**config.mk**
```make
export PLATFORM = sky130hd
export DESIGN_NAME = bit_serial_adder
export DESIGN_NICKNAME = d
export VERILOG_FILES = /design/src/rtl/adder_pkg.sv /design/src/rtl/full_add.sv /design/src/rtl/bit_serial_adder.sv
export SDC_FILE = /design/constraint.sdc
export NUM_CORES = 1
export LEC_CHECK = 0
export ABC_CLOCK_PERIOD_IN_PS = 1170
export BUFFER_PORTS_ARGS = -buffer_cell sky130_fd_sc_hd__buf_2
export CAP_MARGIN = 20
export CORE_MARGIN = 4
export CORE_UTILIZATION = 34
export DETAILED_ROUTE_END_ITERATION = 8
export GPL_TIMING_DRIVEN = 0
export PLACE_DENSITY = 0.59
export SLEW_MARGIN = 30
export SYNTH_ARGS = -nofsm -noshare
export SYNTH_HDL_FRONTEND = slang
export SYNTH_SLANG_ARGS = --single-unit
```
**constraint.sdc**
```tcl
create_clock -name clk -period 1.17 [get_ports clk]
set_input_delay 0.117 -clock clk [delete_from_list [all_inputs] [get_ports clk]]
set_output_delay 0.117 -clock clk [all_outputs]
set_load 0.02 [all_outputs]
```
**src/rtl/adder_pkg.sv**
```systemverilog
// Shared definitions for the bit-serial adder: FSM state encoding and default width.
package adder_pkg;

    // Encoding 2'd3 is unused and treated as illegal by the FSM.
    typedef enum logic [1:0] {
        ST_IDLE = 2'd0,
        ST_RUN  = 2'd1,
        ST_DONE = 2'd2
    } state_t;

    localparam int unsigned ADD_WIDTH = 8;

endpackage

```
**src/rtl/full_add.sv**
```systemverilog
// One-bit full-adder cell shared by the serial datapath.
module full_add (
    input  logic a,
    input  logic b,
    input  logic c,
    output logic sum,
    output logic carry
);

    assign sum   = a ^ b ^ c;
    assign carry = (a & b) | (c & (a ^ b));

endmodule

```
**src/rtl/bit_serial_adder.sv**
```systemverilog
// Multi-cycle adder: streams operands LSB-first through one full_add cell,
// chaining the carry through a flip-flop and deserialising the sum.
module bit_serial_adder
    import adder_pkg::*;
#(
    parameter  int unsigned WIDTH = ADD_WIDTH,
    localparam int unsigned CNT_W = $clog2(WIDTH) + 1
) (
    input  logic             clk,
    input  logic             rst,
    input  logic             start,
    input  logic [WIDTH-1:0] a_in,
    input  logic [WIDTH-1:0] b_in,
    input  logic             cin,
    output logic             busy,
    output logic             done,
    output logic [WIDTH-1:0] sum_out,
    output logic             cout
);

    state_t             r_state;
    logic [WIDTH-1:0]   r_a_sh;
    logic [WIDTH-1:0]   r_b_sh;
    logic [WIDTH-1:0]   r_res_sh;
    logic               r_carry_q;
    logic [CNT_W-1:0]   r_cnt;
    logic               r_busy;
    logic               r_done;
    logic [WIDTH-1:0]   r_sum;
    logic               r_cout;

    logic               w_fa_sum;
    logic               w_fa_carry;

    full_add u_fa (
        .a     (r_a_sh[0]),
        .b     (r_b_sh[0]),
        .c     (r_carry_q),
        .sum   (w_fa_sum),
        .carry (w_fa_carry)
    );

    always_ff @(posedge clk) begin
        if (rst) begin
            r_state   <= ST_IDLE;
            r_a_sh    <= '0;
            r_b_sh    <= '0;
            r_res_sh  <= '0;
            r_carry_q <= 1'b0;
            r_cnt     <= '0;
            r_busy    <= 1'b0;
            r_done    <= 1'b0;
            r_sum     <= '0;
            r_cout    <= 1'b0;
        end else begin
            case (r_state)
                ST_IDLE, ST_DONE: begin
                    r_done <= 1'b0;
                    if (start) begin
                        r_a_sh    <= a_in;
                        r_b_sh    <= b_in;
                        r_carry_q <= cin;
                        r_cnt     <= '0;
                        r_res_sh  <= '0;
                        r_busy    <= 1'b1;
                        r_state   <= ST_RUN;
                    end else begin
                        r_busy  <= 1'b0;
                        r_state <= ST_IDLE;
                    end
                end
                ST_RUN: begin
                    r_a_sh    <= {1'b0, r_a_sh[WIDTH-1:1]};
                    r_b_sh    <= {1'b0, r_b_sh[WIDTH-1:1]};
                    r_res_sh  <= {w_fa_sum, r_res_sh[WIDTH-1:1]};
                    r_carry_q <= w_fa_carry;
                    r_cnt     <= r_cnt + CNT_W'(1);
                    // Last bit: publish the result straight from the cell outputs.
                    if (r_cnt == CNT_W'(WIDTH - 1)) begin
                        r_sum   <= {w_fa_sum, r_res_sh[WIDTH-1:1]};
                        r_cout  <= w_fa_carry;
                        r_done  <= 1'b1;
                        r_busy  <= 1'b0;
                        r_state <= ST_DONE;
                    end
                end
                default: begin
                    r_busy  <= 1'b0;
                    r_done  <= 1'b0;
                    r_state <= ST_IDLE;
                end
            endcase
        end
    end

    assign busy    = r_busy;
    assign done    = r_done;
    assign sum_out = r_sum;
    assign cout    = r_cout;

endmodule

```
Word level (Yosys, flattened, before mapping)
Cells that the tools add are included.
Cells by class
  add/subtract/negate cells: 1
  multipliers: 0
  div/mod/pow operators: 0
  $lt $le $gt $ge: 0
  eq/ne operators: 5
  shift operators: 0
  multiplexer cells: 16
  bitwise gates (word level): 6
  reduce and logical (&&, ||, !) cells: 6
Operator list (count)
  $pmux W8 S2: 3
  $mux W8: 3
  $pmux W4 S2: 1
  $add A4 B1 Y4 const B: 1
  $eq A4 B3 Y1 const B: 1
  $mux W1: 4
  $mux W4: 1
  $ne A2 B2 Y1 const B: 2
  $pmux W1 S2: 2
  $pmux W2 S2: 1
  $reduce_and A2 Y1: 2
  $reduce_or A2 Y1: 2
  $and A1 B1 Y1: 2
  $eq A2 B1 Y1 const B: 1
  $eq A2 B2 Y1 const B: 1
  $logic_not A2 Y1: 1
  $mux W2: 1
  $reduce_bool A2 Y1: 1
  $xor A1 B1 Y1: 2
  $not A1 Y1: 1
  $or A1 B1 Y1: 1
Word-level totals
  bits in registers: 42
  bits in latches: 0
  bits in writable memories: 0
  ROM bits: 0
  output and inout bits: 11
  word-level logic and storage cells: 44
  memories: 0

Depth between registers and ports, before layout
Gate-level depths: netlist of the first run.
  depth after elaboration: 4
  gate-level depth with buffers: 5
  mapped depth without buffers: 4

By module
A second synthesis of the first run with hierarchy kept.
Second synthesis, totals
  cell total of the unflattened synthesis: 182
  area, all modules: 1689.1 um^2
By module, submodules not included
  bit_serial_adder: instances 1, cells an instance 181, area each 1669.1 um^2, sequential area each 800.8 um^2
  full_add: instances 1, cells an instance 1, area each 20.0 um^2, sequential area each 0.0 um^2

Worst setup path before layout of the first run
Ideal clock, no wire load.
  path kind: register -> register
  from: register busy (netlist name)
  to: register r_cnt[2]
  library setup time: 0.079 ns
  data arrival time: 1.167 ns
  path slack: -0.076 ns
  stages on the path, launching flop included: 5
  period minus slack after synthesis: 1.246 ns
  cell sequence: dfxtp_1 -> nand2b_1 -> buf_6 -> mux2_4 -> a211oi_2
RTL lines
  to (signal assigned): RTL line bit_serial_adder.sv:77  | r_cnt <= r_cnt + CNT_W'(1);
  to (decl): RTL line bit_serial_adder.sv:26  | logic [CNT_W-1:0] r_cnt;

Worst setup path in the final report of the first run
  from: register r_state[1]
  to: register r_cnt[2]
Between the ends
  longest elaborated chain between the ends: 4
  elaborated cells between the ends (all ways): 8
  classes of those cells: 3 x eq/ne; 1 x mux; 4 x reduce/logical
Ends and longest elaborated chain
  from (decl): RTL line bit_serial_adder.sv:21  | state_t r_state;
  from (signal assigned): RTL line bit_serial_adder.sv:45  | r_state <= ST_IDLE;
  from (signal assigned): RTL line bit_serial_adder.sv:66  | r_state <= ST_RUN;
  from (signal assigned): RTL line bit_serial_adder.sv:69  | r_state <= ST_IDLE;
  $eq A2 B2 Y1 or $logic_not A2 Y1 (tied branches): RTL line bit_serial_adder.sv:56  | case (r_state)
  $reduce_or A2 Y1: RTL line bit_serial_adder.sv:56
  $ne A2 B2 Y1 (no line) or $reduce_bool A2 Y1 (tied branches)
  $reduce_and A2 Y1 (no line)
Several ways; a longest one is shown, not always the timed one.
A chain may end at the register's enable or synchronous reset.

==> results.json, run 1 <==
{
  "setup_ws_ps": -22.9,
  "period_minus_slack_ps": 1190,
  "chipHeight_um": 78.4,
  "grt_pass1_vias": 1546,
  "worstSetupPathType": "reg2reg",
  "fill_cells": 493,
  "antenna_found_initial": 0,
  "crit_arrival_ps": 1400,
  "hold_viol": 0,
  "place_inst": 290,
  "drt-initial-drc-count": 44,
  "worstPathMaxFanout": 10,
  "register_area_um2": 810,
  "pwr-share-clk": 0.338,
  "synth_top_family_by_area": "compound AO/OA/AOI/OAI gates",
  "start_util": 0.354,
  "async_flop_share": 0,
  "synth_fa_ha_area_frac": 0.0193,
  "fin_tns_setup_ps": -133,
  "drive_above_1_share": 0.403,
  "cp-end-kind": "flop",
  "rsz0062_at_grt": "yes",
  "htree_levels": 2,
  "yosys_most_used_dff": "dfxtp_1",
  "clockBufferDepth": 2,
  "finalMaxSlewViolations": 0,
  "synthCells": 193,
  "synth_compound_area_frac": 0.216,
  "drt-wirelength-per-cell_um": 13.4,
  "fmax_ghz": 0.838,
  "violations": "negative setup slack",
  "synth-simple-area-share": 0.211,
  "grt_pass1_wl_um": 7050,
  "dr.pass1.iters": 4,
  "ys_warn_count": 0,
  "crit_required_ps": 1380,
  "power_w": 0.00281,
  "synth_edf_count": 0,
  "core_um2": 4750,
  "antenna_left": 0,
  "crit_path_top_delay_cell": "dfxtp_2",
  "finalClockSkew_ps": 5.30,
  "multi_input_area_um2": 903,
  "gr-usage-all-layers": 0.144,
  "drc": 0,
  "total_leakage_power_nw": 0.842,
  "worstMarginPinSlew_ps": 508,
  "cts_tree": "done",
  "hp-class": "in2reg",
  "cp-start-kind": "flop",
  "p_per_area_nw_per_um2": 1240,
  "final_cell_count_no_fill": 305,
  "cp_slowest_stage_delay_ps": 320,
  "status": "finished, violations left",
  "yosysTopAreaCellShare": 0.475,
  "holdWs_ps": 57.2,
  "synthTopCellsByArea": "dfxtp_1, a21oi_1, nand3_1, a22oi_1, nand2b_1",
  "die_area_um2": 6150,
  "cap_violations": 0,
  "synth-xor-area-share": 0,
  "swShare": 0.263,
  "drt_wl_total_um": 4100,
  "grt_overflow": 0,
  "dp_hpwl_um": 2700,
  "finalNetCount": 259,
  "dr_total_vias": 1488,
  "timing.slew.headroom": 0.661,
  "port_buffers": 30,
  "clkTransAtPathRegs_ps": 80,
  "routed_via_density": 4.88,
  "worst_ir_drop_vdd_uv": 862,
  "syn_nets": 215,
  "post-route-period-util": 1.02,
  "numClockSinks": 40,
  "io_pins": 31,
  "finalSetupViolations": 14,
  "synth.avg_cell_area_um2": 8.73,
  "cts_hold_buf": 0,
  "netlist_area_um2": 1690,
  "p_comb_frac": 0.146,
  "p_switching_w": 0.000738,
  "place_congestion": 0.730,
  "worst_skew_pair.late_latency_ps": 290,
  "grt_max_degree": 13,
  "row_count": 25,
  "ys_seq_area_frac": 0.475,
  "ys_seq_elements": 40,
  "cts_buffers": 5,
  "pwr-share-seq": 0.516,
  "die_w_um": 78.4,
  "synth.area.mux_share": 0.0156,
  "area_delta_synth_final_pct": 34.1,
  "yosysTopAreaCell": "dfxtp_1",
  "cts_root_buf": "clkbuf_8",
  "crit_chain": "nand2b_1, buf_6, mux2_4, a211oi_2",
  "ys_types": 25,
  "antenna_cells": 0,
  "intPower_w": 0.00207
}
power groups by stage:
stage / registers, W / logic [W] / clock network (W)
6_report: 0.00145 / 0.000410 / 0.000948
5_1_grt: 0.00146 / 0.000453 / 0.00103
4_1_cts: 0.00145 / 0.000372 / 0.000978
3_5_place_dp: 0.00147 / 0.000317 / 0
3_3_place_gp: 0.00147 / 0.000314 / 0
2_1_floorplan: 0.00147 / 0.000212 / 0
worst max-delay path: cells and delay by family (launching register included):
family	cells	cell delay (ps)
AND/OR/NAND/NOR	1	140
AO/OA/AOI/OAI	1	210
multiplexers	1	300
buffers and inverters	1	140
flip-flops	1	320
layout by cell type (no fill, tap or decap):
cell type	instances
a211oi_2	1
a21oi_1	24
a21oi_2	5
a22oi_1	1
a22oi_2	14
and2b_1	1
buf_12	1
buf_2	31
buf_4	11
buf_6	8
clkbuf_1	4
clkbuf_4	1
clkbuf_8	6
clkinv_2	2
dfxtp_1	35
dfxtp_2	4
dfxtp_4	1
fa_2	1
ha_4	1
mux2_2	1
mux2_4	1
nand2_1	11
nand2b_1	12
nand3_1	26
nand3b_1	1
nand4_1	1
nor2_1	3
nor2b_1	10
nor3b_1	1
o21ai_0	5
o21ai_1	7
o21ai_2	6
or2_4	1
layout make-up:
| class | count | share of cell area |
|---|---|---|
| plain buffers | 19 | 0.0725 |
| multi-input cells | 134 | 0.400 |
| repair buffers | 37 | 0.0914 |
| clock inverters | 2 | 0.00443 |
| clock buffers | 6 | 0.0365 |
| well taps | 67 | 0.0371 |
| flip-flops and latches | 40 | 0.358 |
layer usage:
metal,GRT usage,vias to the layer above,routed length (um)
met2,0.235,31,1890
met3,0.0424,5,230
li1,-,764,-
met5,0,-,0
met4,0.0490,0,40
met1,0.182,688,1940
state kept, by name (all words and copies together) (netlist names):
name and cells:
done 1, r_cnt 4, r_res_sh 7, r_state 1, sum_out 8, cout 1
r_b_sh 8, busy 1, r_a_sh 8, r_carry_q 1
per-stage QoR:
step | setup WS, ps | util | cell area, um^2
floorplan | 3.15 | - | 1700
global placement | -91.8 | 0.406 | 1930
detailed placement | -111 | 0.406 | 1930
CTS | -31.2 | 0.457 | 2170
global route | -69.9 | 0.475 | 2260
finish | -22.9 | 0.475 | 2260
synth_stat cells, drive strengths merged, types with 2 or more instances:
| cell type | n |
|---|---|
| clkbuf | 5 |
| dfxtp | 40 |
| o21ai | 18 |
| nand2 | 11 |
| nor2b | 10 |
| mux2 | 2 |
| a21oi | 29 |
| a22oi | 15 |
| nor2 | 3 |
| nand3 | 26 |
| buf | 14 |
| nand2b | 12 |
cells by family (layout without fill, tap and decap cells):
family / count (synthesis) / count (layout)
mux: 2 / 2
flops: 40 / 40
compound gates: 63 / 63
simple gates: 67 / 67
fa+ha+maj: 2 / 2
buf+inv: 19 / 64
path summary, 6_finish.rpt:
kind | from | to | slack (ps) | depth (start not counted)
max | r_state[1] | r_cnt[2] | -20 | 4
min | b_in[7] | r_b_sh[7] | 60 | 3
max reg2reg | r_state[1] | r_cnt[2] | -20 | 4
min reg2reg | done | done | 460 | 2
timing repair:
item                       in CTS  in global routing
setup buffers                   6                  0
gates resized for setup        26                 36
setup endpoints to repair      37                 40
pin swaps                       8                 14
gates cloned                    1                  0
Power figures use the tool's default switching activity.
==> inputs of run 2 (changes only) <==
--- a/config.mk
+++ b/config.mk
@@ -12,6 +12,7 @@
 export CORE_UTILIZATION = 34
 export DETAILED_ROUTE_END_ITERATION = 8
 export GPL_TIMING_DRIVEN = 0
+export MAX_ROUTING_LAYER = met4
 export PLACE_DENSITY = 0.59
 export SLEW_MARGIN = 30
 export SYNTH_ARGS = -nofsm -noshare
==> run 2 against run 1 <==
The flow still finishes with violations (negative setup slack). Sequential share of layout area is the same. First-iteration DRC count shrank 9.1%. Clock skew is essentially flat. Wire length grew 1.1%. Cell count is the same. Highest routed layer unchanged. Power grew 0.14%. Largest power group unchanged.
==> results.json, run 2 (synthesis gave the netlist of run 1 again) <==
{
  "io_pins": 31,
  "fmax_ghz": 0.839,
  "crit_arrival_ps": 1350,
  "worstMarginPinSlew_ps": 527,
  "numClockSinks": 40,
  "final_cell_mix": "dfxtp_1, buf_2, nand3_1, a21oi_1, a22oi_2",
  "cts_buffers": 5,
  "dr_total_vias": 1508,
  "start_util": 0.354,
  "routed_via_density": 4.94,
  "place_inst": 290,
  "crit_path_top_delay_cell": "dfxtp_4",
  "drt-wirelength-per-cell_um": 13.6,
  "area_delta_synth_final_pct": 34.1,
  "drive_above_1_share": 0.403,
  "finalNetCount": 259,
  "drc": 0,
  "core_um2": 4750,
  "finalClockSkew_ps": 5.14,
  "cp_slowest_stage_delay_ps": 360,
  "die_area_um2": 6150,
  "drt-initial-drc-count": 40,
  "crit_chain": "and2b_1, buf_6, buf_12, a22oi_2, a21oi_1",
  "rrSetupSlack_ps": -20,
  "gr-usage-all-layers": 0.148,
  "worstPathMaxFanout": 10,
  "cts_tree": "done",
  "final_common_cell": "dfxtp_1",
  "timing.slew.headroom": 0.648,
  "p_per_area_nw_per_um2": 1240,
  "cap_violations": 0,
  "post-route-period-util": 1.02,
  "violations": "negative setup slack",
  "worstSetupPathType": "reg2reg",
  "fill_cells": 493,
  "hp-class": "in2reg",
  "grt_max_degree": 13,
  "rsz0062_at_grt": "yes",
  "hold_viol": 0,
  "antenna_left": 0,
  "chipHeight_um": 78.4,
  "grt_pass1_wl_um": 7040,
  "finalSetupViolations": 14,
  "fin_util": 0.475,
  "htree_levels": 2,
  "worst_skew_pair.late_latency_ps": 290,
  "cp-start-kind": "flop",
  "setup_ws_ps": -22.2,
  "cts_root_buf": "clkbuf_8",
  "cp-end-kind": "flop",
  "finalMaxSlewViolations": 0,
  "drt_wl_total_um": 4140,
  "antenna_cells": 0,
  "port_buffers": 30,
  "antenna_found_initial": 0,
  "worst_ir_drop_vdd_uv": 863,
  "clockBufferDepth": 2,
  "grt_pass1_vias": 1546,
  "total_leakage_power_nw": 0.842,
  "dp_hpwl_um": 2700,
  "grt_overflow": 0,
  "place_congestion": 0.739,
  "crit_required_ps": 1330,
  "cts_hold_buf": 0,
  "die_w_um": 78.4,
  "crit_buf_inv": 2,
  "crit_family": "flip-flops",
  "final_cell_count_no_fill": 305,
  "clkTransAtPathRegs_ps": 80,
  "period_minus_slack_ps": 1190,
  "row_count": 25,
  "dr.pass1.iters": 5,
  "status": "finished, violations left"
}
run 2: path summary, 6_finish.rpt:
path,start,end,cells past startpoint
setup reg to reg,busy,r_a_sh[0],5
hold / removal,b_in[7],r_b_sh[7],3
setup / recovery,busy,r_a_sh[0],5
hold reg to reg,done,done,2
run 2: final cells by class:
class	count	area [um^2]	share of cell area
buffer	19	164	0.0725
clock buffer	6	82.6	0.0365
clock inverter	2	10.0	0.00443
multi-input combinational	134	903	0.400
sequential	40	810	0.358
tap	67	83.8	0.0371
timing repair buffer	37	206	0.0914
run 2: what timing repair did:
| action | in CTS | in global routing |
|---|---|---|
| pin swaps | 8 | 14 |
| cloned | 1 | 0 |
| buffers inserted | 6 | 0 |
| endpoints found under the hold margin | 0 | 0 |
| endpoints found under the setup margin | 37 | 40 |
| resized for setup | 26 | 36 |
run 2: stage by stage:
stage	setup TNS [ps]	hold WS [ps]	worst slack, ps	instance area, um^2	total power, W
6_report	-158	58.4	-22.2	2260	0.00281
5_1_grt	-1660	75.9	-69.9	2260	0.00294
4_1_cts	-273	52.0	-31.2	2170	0.00280
3_5_place_dp	-2090	367	-111	1930	0.00179
3_3_place_gp	-1350	371	-91.8	1930	0.00179
2_1_floorplan	0	253	3.15	1700	0.00168
run 2: worst min-delay path, cell delays in order:
cell and delay, ps:
buf_2 100, nand2_1 50, a21oi_1 50
run 2: metal layers:
layer	track usage	up-vias	routed length (um)
li1	-	763	-
met1	0.185	698	1990
met2	0.235	43	1900
met3	0.0356	4	223
met4	0.0490	0	35
met5	-	-	0
run 2: where the power goes:
group	switching, W	total, W	internal (W)
Sequential	0.0000380	0.00145	0.00141
Clock	0.000480	0.000951	0.000471
Combinational	0.000224	0.000411	0.000187
Total	0.000742	0.00281	0.00207
